$ cat src/rtl/spi_slave_sync.sv
// SPI slave oversampled in the clk domain: all four modes, configurable width and bit order,
// back-to-back words per frame, valid/ready data interfaces with sticky overrun/underrun flags.
module spi_slave_sync #(
    parameter int unsigned DATA_W      = 8,
    parameter bit          CPOL        = 1'b0,
    parameter bit          CPHA        = 1'b0,
    parameter bit          MSB_FIRST   = 1'b1,
    parameter int unsigned SYNC_STAGES = 2
) (
    input  logic              clk,
    input  logic              rst_n,
    input  logic              spi_sclk,
    input  logic              spi_ss_n,
    input  logic              spi_mosi,
    output logic              spi_miso,
    output logic              spi_miso_oe,
    input  logic [DATA_W-1:0] tx_data,
    input  logic              tx_valid,
    output logic              tx_ready,
    output logic [DATA_W-1:0] rx_data,
    output logic              rx_valid,
    input  logic              rx_ready,
    output logic              rx_overrun,
    output logic              tx_underrun,
    input  logic              err_clr,
    output logic              busy
);

    localparam int unsigned         CNT_W    = $clog2(DATA_W + 1);
    localparam logic [CNT_W-1:0]    LAST_BIT = CNT_W'(DATA_W - 1);

    typedef enum logic {IDLE, ACTIVE} state_t;
    state_t state, state_next;

    logic [SYNC_STAGES-1:0] sclk_sync, ss_sync, mosi_sync;
    logic                   sclk_q, ss_q;
    logic                   sclk_s, ss_s, mosi_s;
    logic                   sclk_rise, sclk_fall, lead_edge, trail_edge;
    logic                   sample_edge, shift_edge, ss_fall_det, ss_rise_det;

    logic [CNT_W-1:0]  bit_cnt;
    logic [DATA_W-1:0] rx_shift, tx_shift, hold_data;
    logic              hold_full;

    logic              sel_start, desel, sample, shift, word_done, word_start;
    logic [DATA_W-1:0] rx_word, tx_src, tx_src_rest, tx_shift_next;
    logic              tx_first, tx_out;

    always_ff @(posedge clk or negedge rst_n) begin
        if (!rst_n) begin
            sclk_sync <= {SYNC_STAGES{CPOL}};
            ss_sync   <= '1;
            mosi_sync <= '0;
            sclk_q    <= CPOL;
            ss_q      <= 1'b1;
        end else begin
            sclk_sync <= {sclk_sync[SYNC_STAGES-2:0], spi_sclk};
            ss_sync   <= {ss_sync[SYNC_STAGES-2:0], spi_ss_n};
            mosi_sync <= {mosi_sync[SYNC_STAGES-2:0], spi_mosi};
            sclk_q    <= sclk_sync[SYNC_STAGES-1];
            ss_q      <= ss_sync[SYNC_STAGES-1];
        end
    end

    assign sclk_s      = sclk_sync[SYNC_STAGES-1];
    assign ss_s        = ss_sync[SYNC_STAGES-1];
    assign mosi_s      = mosi_sync[SYNC_STAGES-1];
    assign sclk_rise   = sclk_s & ~sclk_q;
    assign sclk_fall   = ~sclk_s & sclk_q;
    assign lead_edge   = CPOL ? sclk_fall : sclk_rise;
    assign trail_edge  = CPOL ? sclk_rise : sclk_fall;
    assign sample_edge = CPHA ? trail_edge : lead_edge;
    assign shift_edge  = CPHA ? lead_edge : trail_edge;
    assign ss_fall_det = ss_q & ~ss_s;
    assign ss_rise_det = ~ss_q & ss_s;

    always_ff @(posedge clk or negedge rst_n) begin
        if (!rst_n) state <= IDLE;
        else        state <= state_next;
    end

    // With CPHA=0 the first bit is driven at word start, so the trailing edge that
    // closes the previous word (bit_cnt already back at 0) must not advance MISO.
    always_comb begin
        state_next = state;
        sel_start  = 1'b0;
        desel      = 1'b0;
        sample     = 1'b0;
        shift      = 1'b0;
        word_done  = 1'b0;
        case (state)
            IDLE: begin
                if (ss_fall_det) begin
                    state_next = ACTIVE;
                    sel_start  = 1'b1;
                end
            end
            ACTIVE: begin
                if (ss_rise_det) begin
                    state_next = IDLE;
                    desel      = 1'b1;
                end else begin
                    sample    = sample_edge;
                    shift     = shift_edge && (CPHA || (bit_cnt != '0));
                    word_done = sample_edge && (bit_cnt == LAST_BIT);
                end
            end
            default: state_next = IDLE;
        endcase
        word_start = sel_start | word_done;
    end

    always_comb begin
        rx_word       = MSB_FIRST ? {rx_shift[DATA_W-2:0], mosi_s} : {mosi_s, rx_shift[DATA_W-1:1]};
        tx_src        = hold_full ? hold_data : '0;
        tx_first      = MSB_FIRST ? tx_src[DATA_W-1] : tx_src[0];
        tx_src_rest   = MSB_FIRST ? (tx_src << 1) : (tx_src >> 1);
        tx_out        = MSB_FIRST ? tx_shift[DATA_W-1] : tx_shift[0];
        tx_shift_next = MSB_FIRST ? (tx_shift << 1) : (tx_shift >> 1);
    end

    always_ff @(posedge clk or negedge rst_n) begin
        if (!rst_n) begin
            bit_cnt     <= '0;
            rx_shift    <= '0;
            tx_shift    <= '0;
            hold_data   <= '0;
            hold_full   <= 1'b0;
            spi_miso    <= 1'b0;
            spi_miso_oe <= 1'b0;
            rx_data     <= '0;
            rx_valid    <= 1'b0;
            rx_overrun  <= 1'b0;
            tx_underrun <= 1'b0;
        end else begin
            // A start in the same cycle as a load sees the old (empty) holding state.
            if (word_start && hold_full) begin
                hold_full <= 1'b0;
            end else if (tx_valid && !hold_full) begin
                hold_full <= 1'b1;
                hold_data <= tx_data;
            end

            tx_underrun <= (tx_underrun & ~err_clr) | (word_start & ~hold_full);
            rx_overrun  <= (rx_overrun & ~err_clr) | (word_done & rx_valid & ~rx_ready);

            if (word_done) begin
                rx_data  <= rx_word;
                rx_valid <= 1'b1;
            end else if (rx_valid && rx_ready) begin
                rx_valid <= 1'b0;
            end

            if (desel) begin
                bit_cnt     <= '0;
                rx_shift    <= '0;
                tx_shift    <= '0;
                spi_miso    <= 1'b0;
                spi_miso_oe <= 1'b0;
            end else begin
                if (sel_start) spi_miso_oe <= 1'b1;
                if (word_start) begin
                    bit_cnt  <= '0;
                    rx_shift <= '0;
                    if (!CPHA) begin
                        spi_miso <= tx_first;
                        tx_shift <= tx_src_rest;
                    end else begin
                        tx_shift <= tx_src;
                    end
                end else begin
                    if (sample) begin
                        rx_shift <= rx_word;
                        bit_cnt  <= bit_cnt + CNT_W'(1);
                    end
                    if (shift) begin
                        spi_miso <= tx_out;
                        tx_shift <= tx_shift_next;
                    end
                end
            end
        end
    end

    assign tx_ready = ~hold_full;
    assign busy     = (state == ACTIVE);

endmodule
$ cat config.mk
export PLATFORM = sky130hd
export DESIGN_NAME = spi_slave_sync
export DESIGN_NICKNAME = d
export VERILOG_FILES = /design/src/rtl/spi_slave_sync.sv
export SDC_FILE = /design/constraint.sdc
export NUM_CORES = 1
export LEC_CHECK = 0
export CORE_MARGIN = 2
export CORE_UTILIZATION = 34
export DETAILED_ROUTE_END_ITERATION = 8
export HOLD_SLACK_MARGIN = 0.1
export PLACE_DENSITY = 0.68
export SLEW_MARGIN = 0
export SYNTH_ARGS = -nofsm -noshare
export SYNTH_HDL_FRONTEND = slang
export SYNTH_SLANG_ARGS = --single-unit
$ cat constraint.sdc
create_clock -name clk -period 1.6 [get_ports clk]
set_input_delay 0.32 -clock clk [delete_from_list [all_inputs] [get_ports clk]]
set_output_delay 0.32 -clock clk [all_outputs]
set_load 0.01 [all_outputs]
==> impl_metrics.yaml, run 1 <==
timing:
  maxSlewHeadroom: 0.679
  period_needed_ns: 1.77
  max_freq_mhz: 566
  finalCritPeriodShare: 1.10
  finalHoldViolations: 0
  fin_skew_ns: 0.00649
  slew_violations: 0
  fin_ws_ns: -0.166
  rsz0062_at_grt: "true"
  setup_viol: 27
  tightest_slew_ns: 0.479
critical_path:
  rr_worst_depth: 4
  cp_max_fo: 5
  r2r_slack_ns: -0.17
  cp-start-kind: "flip-flop"
  crit_path_end_kind: "flip-flop"
  cp.required_ns: 1.79
  setup.worst_path.start: "ss_q"
  arrival_ns: 1.96
  r2r_end: "rx_data[3]"
  crit_type: "reg2reg"
  crit_path_end: "rx_data[3]"
  worstReg2RegStart: "ss_q"
synth:
  ys_seq_area_frac: 0.606
  syn_nets: 165
  synth.distinct_cells: 35
  ys_warn_count: 0
  netlist_instances: 147
  synth_seq_cells: 49
  syn_area_sq_um: 2030
  syn_avg_cell_area_sq_um: 13.8
power_and_ir_drop:
  ir_drop_mv: 0.568
  seqPwrFrac: 0.472
  power.density_nw_per_um2: 1170
  p_comb_frac: 0.220
  switching_share: 0.246
  leakage_nw: 1.29
  pwr-share-clk: 0.308
  total_power_w: 0.00333
  internal_power_w: 0.00251
  power_switching_w: 0.000820
die:
  io_pins: 31
  die-area_sq_um: 6610
  chipWidth_um: 81.3
  die_h_um: 81.3
  start_util: 0.347
  core_area_sq_um: 5850
  row_count: 28
cells_and_area:
  final_util: 0.485
  fillers: 523
  antenna_cells: 0
  area_growth_syn_to_layout_pct: 39.9
  nets: 222
  final_cells: 280
  drive_gt1_frac: 0.371
clock_tree:
  path_clk_slew_ns: 0.08
  htreeDepth: 2
  numCtsBuffers: 5
  insertion_delay_ns: 0.31
  cts_tree: "built"
  clock_path_buffers: 2
  cts_root_buf: "clkbuf_8"
  cts.sinks: 49
placement:
  pre_cts_ws_ns: -0.203
  dp_cells: 263
  place.gp.congestion: 0.764
  port_buffers: 30
  hpwl_um: 2510
grt:
  grt_max_degree: 33
  antenna_found_initial: 0
  grt-ovfl-total: 0
  grt_pass1_wl_um: 6450
  track_usage: 0.129
  grt_pass1_vias: 1365
drt:
  num_vias: 1317
  avgRoutedWirePerCell_um: 13.7
  drt-total-wl_um: 3840
  postRouteAntennaNets: 0
  vias_per_cell: 4.70
  drt_iter0_markers: 28
  first_pass_iters: 2
  drc_errors: 0
status:
  violations: "setup timing"
  run_status: "finished, violations left"
flow_run:
  drv_cap: 0
worst_hold_path:
  min-delay-path-class: "reg2reg"
## routing by layer
layer | track usage | wire, um | vias to the layer above
met2 | 0.193 | 1740 | 27
met4 | 0.0542 | 51 | 0
met1 | 0.171 | 1840 | 642
met5 | 0 | 0 | -
li1 | - | - | 640
met3 | 0.0422 | 210 | 8
## logic make-up after synthesis
group / after synthesis / synth area share
flip-flops: 49 / 0.606
AND/OR/NAND/NOR: 31 / 0.0906
AO/OA/AOI/OAI: 27 / 0.116
multiplexers: 24 / 0.129
buffers and inverters: 12 / 0.0370
adder cells (fa/ha/maj): 3 / 0.0173
XOR/XNOR: 1 / 0.00431
## worst max-delay path, stage by stage, from the launching register on
cell     delay [ns]
dfstp_2        0.56
and2b_2        0.26
nor3_4         0.33
buf_6          0.20
mux2_4         0.30
## layout make-up
cell class,count,area (sq um),area share
sequential,49,1230,0.433
inverter,6,22.5,0.00793
multi-input combinational,86,825,0.290
clock buffer,5,68.8,0.0242
clock inverter,3,65.1,0.0229
tap,75,93.8,0.0330
timing repair buffer,56,536,0.189
## layout by cell type, fill, tap and decap left out, types with 2 or more instances in the layout
cell type	Yosys	layout
a21o_1	2	2
a22o_2	8	8
dfrtp_1	46	46
nand2_1	3	3
nor2_1	6	6
mux2_4	0	8
mux2_2	17	9
and2_1	7	7
nand3_1	3	3
o2bb2ai_1	7	7
nand3b_1	3	3
inv_1	6	5
clkdlybuf4s50_1	0	26
bufinv_16	0	2
dlygate4sd2_1	0	2
or3b_4	1	2
buf_6	3	8
buf_4	2	16
a22o_1	2	2
mux2i_1	7	7
clkbuf_8	0	5
dfstp_2	3	3
## cell usage after synthesis (all sizes together)
| master | instances | share of area |
|---|---|---|
| a211oi | 1 | 0.0037 |
| a21boi | 1 | 0.0037 |
| a21o | 2 | 0.0074 |
| a21oi | 1 | 0.0025 |
| a22o | 10 | 0.048 |
| a32o | 1 | 0.0049 |
| and2 | 7 | 0.022 |
| and2b | 1 | 0.0043 |
| and3 | 1 | 0.0037 |
| and3b | 1 | 0.0049 |
| buf | 5 | 0.024 |
| clkbuf | 1 | 0.0018 |
| dfrtp | 46 | 0.57 |
| dfstp | 3 | 0.039 |
| ha | 2 | 0.012 |
| inv | 6 | 0.011 |
| maj3 | 1 | 0.0049 |
| mux2 | 17 | 0.094 |
| mux2i | 7 | 0.035 |
| nand2 | 3 | 0.0055 |
| nand2b | 1 | 0.0031 |
| nand3 | 3 | 0.0074 |
| nand3b | 3 | 0.011 |
| nor2 | 6 | 0.011 |
| nor2b | 1 | 0.0031 |
| nor3 | 2 | 0.0049 |
| o211a | 1 | 0.0049 |
| o21bai | 1 | 0.0037 |
| o2bb2ai | 7 | 0.030 |
| o31ai | 2 | 0.0074 |
| or3b | 2 | 0.0099 |
| xor2 | 1 | 0.0043 |
## registers in the layout, summed over array words and instances, names as in the netlist
name and cells:
hold_data 8, tx_underrun 1, bit_cnt 4, spi_miso 1, spi_miso_oe 1, mosi_sync 2, rx_shift 7, ss_sync 2
rx_valid 1, tx_shift 7, sclk_sync 2, rx_data 8, sclk_q 1, busy 1, ss_q 1, hold_full 1
rx_overrun 1
## power groups by stage
| stage | registers, W | logic (W) | clock network (W) |
|---|---|---|---|
| 2_1_floorplan | 0.00159 | 0.000414 | 0 |
| 3_3_place_gp | 0.00160 | 0.000669 | 0 |
| 3_5_place_dp | 0.00160 | 0.000681 | 0 |
| 4_1_cts | 0.00157 | 0.000706 | 0.00106 |
| 5_1_grt | 0.00160 | 0.000809 | 0.00112 |
| 6_report | 0.00157 | 0.000732 | 0.00103 |
## timing repair
action | in CTS | in global routing
hold endpoints to repair | 14 | 0
resized for setup | 18 | 12
hold buffers | 1 | 0
setup buffers | 4 | 2
pin swaps | 3 | 6
cloned | 2 | 0
setup endpoints to repair | 29 | 31
## stage by stage
step	setup TNS (ns)	cell area [sq um]	hold slack [ns]
floorplan	-0.423	2060	0.0244
global placement	-1.91	2530	0.280
detailed placement	-2.72	2530	0.285
CTS	-2.19	2780	0.357
global route	-4.02	2840	0.360
finish	-2.39	2840	0.355
## worst min-delay path by stage
stage                  from            to  slack, ns  depth (start not counted)
4_1_cts        sclk_sync[0]  sclk_sync[1]       0.36                          0
2_1_floorplan         rst_n    bit_cnt[0]       0.02                          0
3_5_place_dp          rst_n  hold_data[7]       0.29                          1
5_1_grt        sclk_sync[0]  sclk_sync[1]       0.36                          0
3_3_place_gp          rst_n  hold_data[7]       0.28                          1
6_report       sclk_sync[0]  sclk_sync[1]       0.36                          0
(Power assumes the default switching activity.)
==> run 2: changes to the inputs <==
--- a/config.mk
+++ b/config.mk
@@ -6,10 +6,10 @@
 export NUM_CORES = 1
 export LEC_CHECK = 0
 export CORE_MARGIN = 2
-export CORE_UTILIZATION = 34
+export CORE_UTILIZATION = 47
 export DETAILED_ROUTE_END_ITERATION = 8
 export HOLD_SLACK_MARGIN = 0.1
-export PLACE_DENSITY = 0.68
+export PLACE_DENSITY = 0.85
 export SLEW_MARGIN = 0
 export SYNTH_ARGS = -nofsm -noshare
 export SYNTH_HDL_FRONTEND = slang
==> run 2 against run 1 <==
The run still ends with setup timing left. Worst hold slack worse by 0.0013 ns. Final cell count is 9.3% lower. Largest power group unchanged. Sequential power hardly changed. Critical endpoint is now tx_shift[2].
==> impl_metrics.yaml, run 2 (synthesis gave the netlist of run 1 again) <==
placement:
  hpwl_um: 2770
  place.gp.congestion: 0.818
  port_buffers: 30
  pre_cts_ws_ns: -0.272
  place_area_sq_um: 2520
clock_tree:
  cts.sinks: 49
  numCtsBuffers: 5
  insertion_delay_ns: 0.29
  cts_root_buf: "clkbuf_8"
  path_clk_slew_ns: 0.08
  clock_path_buffers: 2
  htreeDepth: 2
  cts_tree: "built"
timing:
  tightest_slew_ns: 0.427
  max_freq_mhz: 591
  rsz0062_at_grt: "true"
  maxSlewHeadroom: 0.715
  finalCritPeriodShare: 1.06
  fin_ws_ns: -0.0924
  slew_violations: 0
  finalHoldViolations: 0
  setup_viol: 25
  worst_hold_slack_ns: 0.354
  period_needed_ns: 1.69
  fin_skew_ns: 0.00389
drt:
  wl_met1_um: 1670
  vias_per_cell: 5.30
  drt-total-wl_um: 3940
  wl_met3_um: 157
  avgRoutedWirePerCell_um: 15.5
  num_vias: 1346
  wl_met2_um: 2100
  drt_iter0_markers: 52
  first_pass_iters: 4
  top_layer: "met4"
  postRouteAntennaNets: 0
  drc_errors: 0
cells_and_area:
  final_common_cell: "dfrtp_1"
  drive_gt1_frac: 0.353
  top_regs: "hold_data: 8 flops, rx_data: 8 flops"
  nets: 221
  ff_latch_area_sq_um: 1230
  final_util: 0.668
  area_growth_syn_to_layout_pct: 34.5
  multiInputGateArea_sq_um: 822
  layout_common_cells: "dfrtp_1, clkdlybuf4s50_1, buf_4"
  fillers: 276
  antenna_cells: 0
  fin_area_sq_um: 2730
critical_path:
  crit_path_end_kind: "flip-flop"
  rr_worst_depth: 5
  arrival_ns: 1.86
  cp_max_fo: 5
  cp-start-kind: "flip-flop"
  crit_type: "reg2reg"
  cp.required_ns: 1.77
die:
  core_area_sq_um: 4090
  die-area_sq_um: 4860
  chipWidth_um: 69.7
  io_pins: 31
  row_count: 23
  start_util: 0.497
  die_h_um: 69.7
status:
  violations: "setup timing"
  run_status: "finished, violations left"
grt:
  grt_max_degree: 21
  grt-ovfl-total: 0
  grt_pass1_wl_um: 6690
  grt_pass1_vias: 1427
  track_usage: 0.174
  antenna_found_initial: 0
power_and_ir_drop:
  total_power_w: 0.00301
  power.density_nw_per_um2: 1100
  ir_drop_mv: 0.634
  leakage_nw: 1.23
worst_hold_path:
  holdPathStages: 0
  min-delay-path-class: "reg2reg"
flow_run:
  drv_cap: 0
## run 2: cell count changes in the layout (fill, tap and decap cells not counted), moves of 2 or more
| cell | delta |
|---|---|
| bufinv_16 | -2 |
| buf_4 | +3 |
| clkbuf_1 | +2 |
| buf_6 | -4 |
## run 2: area by class of cell
class	count	share of cell area
Tap cell	50	0.0229
Clock buffer	7	0.0279
Clock inverter	1	0.00275
Inverter	6	0.00825
Multi-Input combinational cell	86	0.301
Timing Repair Buffer	55	0.187
Sequential cell	49	0.450
## run 2: path summary, 6_finish.rpt
kind | start | to | slack [ns]
max | ss_q | tx_shift[2] | -0.09
min | sclk_sync[0] | sclk_sync[1] | 0.35
max reg2reg | ss_q | tx_shift[2] | -0.09
min reg2reg | sclk_sync[0] | sclk_sync[1] | 0.35
max in group asynchronous | rst_n | rx_data[6] | 0.49
min in group asynchronous | rst_n | spi_miso | 0.49
## run 2: per-stage QoR
step                      std cells  TNS (ns)
after floorplan                 147    -0.423
after global placement          240     -1.23
after detailed placement        240     -2.91
after CTS                       255     -1.23
after global routing            254     -3.35
final                           254     -1.40
## run 2: power by group
group	switching (W)	internal (W)
clock network	0.000378	0.000309
logic	0.000308	0.000430
registers	0.000121	0.00146
## run 2: layer usage
metal,GRT usage,up-vias
met3,0.0422,2
met2,0.313,26
met4,0.0321,0
met5,0,-
li1,-,645
met1,0.214,673
## run 2: repair_timing
item / 4_1_cts / 5_1_grt
pin swaps: 3 / 6
gates resized for setup: 18 / 3
cloned: 1 / 0
endpoints found under the hold margin: 15 / 0
setup endpoints to repair: 29 / 29
setup buffers: 5 / 0
hold buffers: 1 / 0
## run 2: critical path, cell delays in order, from the launching register on
cell	delay, ns
dfstp_2	0.54
and2b_2	0.26
o31ai_4	0.30
buf_6	0.18
mux2i_1	0.22
o2bb2ai_1	0.08
